### config.mk
export PLATFORM = sky130hd
export DESIGN_NAME = cdc_bundled_rx
export DESIGN_NICKNAME = d
export VERILOG_FILES = /design/src/rtl/cdc_bundled_rx.sv
export SDC_FILE = /design/constraint.sdc
export NUM_CORES = 1
export LEC_CHECK = 0
export CORE_MARGIN = 5
export CORE_UTILIZATION = 46
export DETAILED_ROUTE_END_ITERATION = 8
export DONT_BUFFER_PORTS = 1
export SLEW_MARGIN = 30
export SYNTH_ARGS = -nofsm -noshare
export SYNTH_HDL_FRONTEND = slang
export SYNTH_SLANG_ARGS = --single-unit
### constraint.sdc
create_clock -name clk -period 2.9 [get_ports clk]
set_clock_uncertainty 0.15 [all_clocks]
set_input_delay 0.87 -clock clk [delete_from_list [all_inputs] [get_ports clk]]
set_output_delay 0.87 -clock clk [all_outputs]
set_load 0.005 [all_outputs]
### src/rtl/cdc_bundled_rx.sv
// cdc_bundled_rx: receive side of a four-phase bundled-data req/ack handshake.
// The request is synchronized into clk and the payload is captured once req is
// stable. The word is offered on valid/ready, and ack returns to the sender only
// after the local consumer has taken the word, so backpressure reaches the sender.
// SYNC_STAGES must be in the range 2..4.
module cdc_bundled_rx #(
    parameter int DATA_WIDTH  = 32,
    parameter int SYNC_STAGES = 2,
    parameter int CNT_WIDTH   = 16
) (
    input  logic                  clk,
    input  logic                  reset_i,
    input  logic                  req_i,
    input  logic [DATA_WIDTH-1:0] data_i,
    output logic                  ack_o,
    output logic                  valid_o,
    output logic [DATA_WIDTH-1:0] data_o,
    input  logic                  ready_i,
    output logic [CNT_WIDTH-1:0]  xfer_cnt_o,
    output logic                  proto_err_o
);

    typedef enum logic [1:0] {
        IDLE  = 2'd0,
        VALID = 2'd1,
        ACK   = 2'd2
    } state_t;

    // All registered outputs travel together so next-state logic can default
    // them with a single hold assignment.
    typedef struct packed {
        logic                  valid;
        logic                  ack;
        logic                  err;
        logic [DATA_WIDTH-1:0] data;
        logic [CNT_WIDTH-1:0]  cnt;
    } rx_regs_t;

    state_t                 state_q, state_d;
    rx_regs_t               regs_q, regs_d;
    logic [SYNC_STAGES-1:0] req_sync;
    logic                   req_s;

    assign req_s = req_sync[SYNC_STAGES-1];

    // Shift req_i through the synchronizer chain; only the last stage is used.
    always_ff @(posedge clk or posedge reset_i) begin
        if (reset_i) req_sync <= '0;
        else         req_sync <= {req_sync[SYNC_STAGES-2:0], req_i};
    end

    // Next-state and next-output logic. The payload is only sampled in IDLE,
    // after req_s is high, which guarantees data_i has been stable for at least
    // SYNC_STAGES cycles.
    always_comb begin
        state_d = state_q;
        regs_d  = regs_q;
        case (state_q)
            IDLE: begin
                if (req_s) begin
                    regs_d.data  = data_i;
                    regs_d.valid = 1'b1;
                    state_d      = VALID;
                end
            end
            VALID: begin
                // An accept on the same edge as a withdrawal still counts as a
                // normal transfer; ACK then sees req_s low and releases.
                if (ready_i) begin
                    regs_d.valid = 1'b0;
                    regs_d.ack   = 1'b1;
                    regs_d.cnt   = regs_q.cnt + 1'b1;
                    state_d      = ACK;
                end else if (!req_s) begin
                    regs_d.valid = 1'b0;
                    regs_d.err   = 1'b1;
                    state_d      = IDLE;
                end
            end
            ACK: begin
                // Returning to IDLE only after req_s drops means one request
                // can never be captured twice.
                if (!req_s) begin
                    regs_d.ack = 1'b0;
                    state_d    = IDLE;
                end
            end
            default: begin
                regs_d.valid = 1'b0;
                regs_d.ack   = 1'b0;
                state_d      = IDLE;
            end
        endcase
    end

    // State and output registers; reset drops any pending word immediately.
    always_ff @(posedge clk or posedge reset_i) begin
        if (reset_i) begin
            state_q <= IDLE;
            regs_q  <= '0;
        end else begin
            state_q <= state_d;
            regs_q  <= regs_d;
        end
    end

    assign ack_o       = regs_q.ack;
    assign valid_o     = regs_q.valid;
    assign data_o      = regs_q.data;
    assign xfer_cnt_o  = regs_q.cnt;
    assign proto_err_o = regs_q.err;

endmodule

Word-level counts from Yosys, hierarchy flattened
Index checks and enable logic that the tools add are counted.
{ "classes": {"n_div": 0, "shifts": 0, "n_mul": 0, "reduce_logical": 6, "n_mux": 10, "magnitude_cmp": 0, "eq_ne": 6, "bitwise": 4, "addsub": 1} }
{ "op_table": {"columns": ["cell", "n"], "rows": [
  ["$add 16x1->16 const B", 1],
  ["$reduce_and 3->1", 3],
  ["$mux 2", 3],
  ["$ne 2x2->1 const B", 3],
  ["$pmux 1 s3", 2],
  ["$pmux 2 s3", 1],
  ["$mux 1", 4],
  ["$not 1->1", 4],
  ["$reduce_and 2->1", 2],
  ["$ne 3x3->1 const B", 1],
  ["$eq 2x1->1 const B", 1],
  ["$eq 2x2->1 const B", 1],
  ["$logic_not 2->1", 1]
]} }
{ "totals": {"in_bits": 36, "reg_bits": 55, "mem_count": 0, "latchBits": 0, "rom_bits": 0, "ramBits": 0} }

Longest topological paths before layout
{ "logic_depth": {"depth_word": 3, "ltp_mapped": 5, "mapped_depth_nobuf": 4} }

Least setup slack after synthesis
Ideal clock, no wire load.
{ "synth_path": {"path_type": "in2reg", "from": "input port ready_i", "to": "register regs_q (netlist bit xfer_cnt_o[6])", "arrival_time_ns": 1.520, "setup_slack_ns": 1.106, "required_time_ns": 2.626, "setup_ns": 0.124, "cell_stages": 4, "path_cell_list": "and3b_2 -> and4_4 -> nand3_1 -> xnor2_1"} }
{ "synth_via": {"elab_chain_cells": 1} }
{ "synth_lines": {"columns": ["item", "line_no", "rtl"], "rows": [
  ["start: declaration", "18", "input logic ready_i,"],
  ["$reduce_and 2->1 (no line)", null, null],
  ["end signal: assignment", "103", "regs_q <= regs_d;"],
  ["end: declaration", "40", "rx_regs_t regs_q, regs_d;"]
]} }
Every way passes these cells.
A chain may end at the register's enable or synchronous reset.

Worst setup path in the final report
{ "layout_path": {"from": "register regs_q (netlist bit xfer_cnt_o[2])", "to": "output port xfer_cnt_o[2]"} }
{ "layout_rtl": {"columns": ["item", "line_no", "rtl"], "rows": [
  ["end: declaration", "19", "output logic [CNT_WIDTH-1:0] xfer_cnt_o,"]
]} }
No word-level cell between the ends.

==> results list <==
- Largest net degree at the start of global routing: 33
* Number of cells after detailed placement: roughly 200
- In the final layout, the multi-input gates occupy between 700 and 800 µm².
* Port Buffers: 0
* Clock Latency Late Sink: about 0.29 ns
- Result of the run: completed
- Fillcell total: 408
* Detail-routed via count per cell: roughly 5.5
- Registers take ~1400 µm².
- Area of all placed cells without fillers: about 2300 µm²
- Summed over all layers, the routed wires come to between 3000 and 4000 µm.
- The longest clock path from root to sink contains 2 buffers.
- Clock root buffer master: sky130_fd_sc_hd__clkbuf_8
- Starting density of the core: between 40% and 50%
- Endpoints failing hold: 0
- In the layout the commonest cells are 55 x sky130_fd_sc_hd__dfrtp_1, 30 x sky130_fd_sc_hd__mux2_2, 13 x sky130_fd_sc_hd__xnor2_1, 10 x sky130_fd_sc_hd__nand2_1.
- Setup violations remaining at the end of the flow were counted as 0.
* Area of the mapped netlist: 2180 µm²
* Cell accounting for the most synthesized area: sky130_fd_sc_hd__dfrtp_1
- Setup WS post-layout: 1.11 ns
* RSZ-0062 raised after global routing: false
* Critical path data arrival time: 0.77 ns
- During I/O placement, the number of pins put on the boundary was 87.
* Standby leakage power: between 0.9 and 1 nW
- Area of placed instances: around 2200 µm²
- # DRC: 0
* Main area contributors after synthesis: sky130_fd_sc_hd__dfrtp_1 63%, sky130_fd_sc_hd__mux2_2 16%, sky130_fd_sc_hd__xnor2_1 5.2%
* Via count of the first global-routing pass: about 1200
- Pins Over Slew Limit: 0
- For this run, the share of the core covered by cells in the final layout is between 40 and 50%.
* Core area: 4660 µm²
- Avg Cell Area, Syn: approximately 15 µm²
- Crit path capture type: output pin
- The number of nets in the synthesized netlist is 187.
* Portion of the post-synthesis area used by sequential elements: between 60 and 70%
- Proportion of netlist area held by the largest area contributor: between 60% and 70%
- The clock tree synthesis step divided the H-tree into 2 levels.
* Launching element type of the critical path: flop
* Relative slew margins: about three quarters
- The smallest clock period supported by the final layout is computed as approximately 1.8 ns.
* Number of storage elements in the synthesis netlist: 55
- Final Cycle Share: around three fifths
* Power density over the cells: approximately 740 nW/µm²
- The first global-routing pass estimated around 6200 µm of wire.
* Type of the setup path with the least slack: flop to output pin
- In the global route stage, overall resource usage came out at between 10% and 20%.
- Once detailed placement completed, the half-perimeter wirelength came to 2980 µm.
* Placer's final routability congestion estimate: ~0.81
- In this run the post-CTS setup repair buffer count came out at 0.
- Static timing analysis puts the maximum clock frequency at 559 MHz.
* Slew at the pin closest to its max-slew limit: about 0.39 ns
- In this run the worst path has a maximum fanout of 6.
- Antenna diode instance count: 0
* Setup TNS: 0 ns
* Layout cell share with drive strength beyond 1: 29.9%
- Number of buffers added by the clock tree synthesis step: 5
- Synthesis instantiated 28 different standard cells from the library.
- Number of antenna violations at the first check in global routing: 0
- After the first detailed-routing iteration, the DRC count stood at 31.
- After detailed routing, the average wire length per cell comes to between 15 and 20 µm.
- Area growth from synthesis to layout: 6.49%
- Number of nets in the final layout: 193
- Worst voltage drop across the vdd grid: ~0.00047 V
- Width of the die: 78.8 µm
* Clk sink count: 55
- Across the run, the number of max-cap violations was 0.
* Total of warnings raised by yosys: 0
- Most common library cell in the layout ignoring fill and taps: sky130_fd_sc_hd__dfrtp_1
- The first detailed-routing pass ran for 4 iterations.
- The count of cells in the finished layout, fillers not included, comes to around 210.
- The floorplan step defined a die boundary enclosing between 6000 and 7000 µm².
- CTS clk-pin slew, worst paths: approximately 0.09 ns
- Data on the critical path is required at its endpoint by 1.88 ns.
- Total number of vias: 1168
- CTS tree: yes
- In this run, post-CTS repair resized a total of 0 instances.
- Hold-fix buffer count after cts: 0
- Placement row count: 25
* Worst setup slack before clock tree synthesis: ~1.1 ns
- Synthesis handed over a netlist of 150 instances.
* Class of the most critical hold timing path: flop to flop
- Once detail routing completed, the nets flagged for antenna violations numbered 0.
* Chip Height: between 70 and 80 µm
- Total global routing overflow: 0
==> cells in the mapped netlist, drive strengths merged <==
library cell	number
a21oi	2
nand2	10
buf	4
mux2	32
nand3	5
or2	1
nand4	5
o22ai	1
o21ai	2
nand2b	2
nor2	3
nand3b	2
dfrtp	55
nor4b	1
nor3b	1
and2	1
ha	1
xor2	2
xnor2	13
and4	2
nor2b	1
and3b	1
inv	2
nor3	1
==> cell families (layout without fill, tap and decap cells) <==
kind of cell / Yosys count / after routing / synth area share, %
flip-flops: 55 / 55 / 63.2
AND/OR/NAND/NOR: 36 / 36 / 10.7
multiplexers: 32 / 32 / 16.5
XOR/XNOR: 15 / 15 / 6.03
buffers and inverters: 6 / 13 / 1.72
AO/OA/AOI/OAI: 5 / 5 / 1.21
adder cells (fa/ha/maj): 1 / 1 / 0.574
==> path summary, 6_finish.rpt <==
check / start / end / slack, ns / depth (start not counted)
worst min register to register: req_sync[0] / req_sync[1] / 0.20 / 0
worst max register to register: state_q[0] / data_o[15] / 1.13 / 3
max in group asynchronous: reset_i / data_o[17] / 1.76 / 2
worst max-delay path: xfer_cnt_o[2] / xfer_cnt_o[2] / 1.11 / 0
worst min-delay path: req_sync[0] / req_sync[1] / 0.20 / 0
min in group asynchronous: reset_i / data_o[25] / 0.25 / 1
==> stage by stage <==
step	hold slack [ns]	power (mW)
after floorplan	0.181	1.27
after global placement	0.186	1.33
after detailed placement	0.186	1.35
after CTS	0.207	1.75
after global routing	0.217	1.83
final	0.204	1.72
==> sequential cells by signal, indices dropped and copies added (netlist names) <==
register and count:
data_o 32, xfer_cnt_o 16, req_sync 2, state_q 2
ack_o 1, proto_err_o 1, valid_o 1
==> per-layer routing <==
layer | wire (µm) | vias to the layer above | GRT usage, %
li1 | - | 526 | -
met1 | 1550 | 586 | 15.1
met2 | 1910 | 52 | 21.4
met3 | 393 | 4 | 5.56
met4 | 38 | 0 | 4.64
met5 | 0 | - | 0
==> final cells by class <==
cell class                      instances  share of cell area [%]
Inverter                                2                   0.324
Multi-Input combinational cell         89                    33.0
Clock inverter                          1                   0.216
Timing Repair Buffer                    3                   0.971
Sequential cell                        55                    59.3
Tap cell                               54                    2.91
Clock buffer                            7                    3.29
==> where the power goes <==
group	internal, mW	leakage [nW]	switching, mW
combinational	0.143	0.280	0.0909
sequential	0.926	0.671	0.164
clock	0.170	0.0422	0.222
total	1.24	0.993	0.477
No activity file was read; power rests on OpenSTA's default activity.
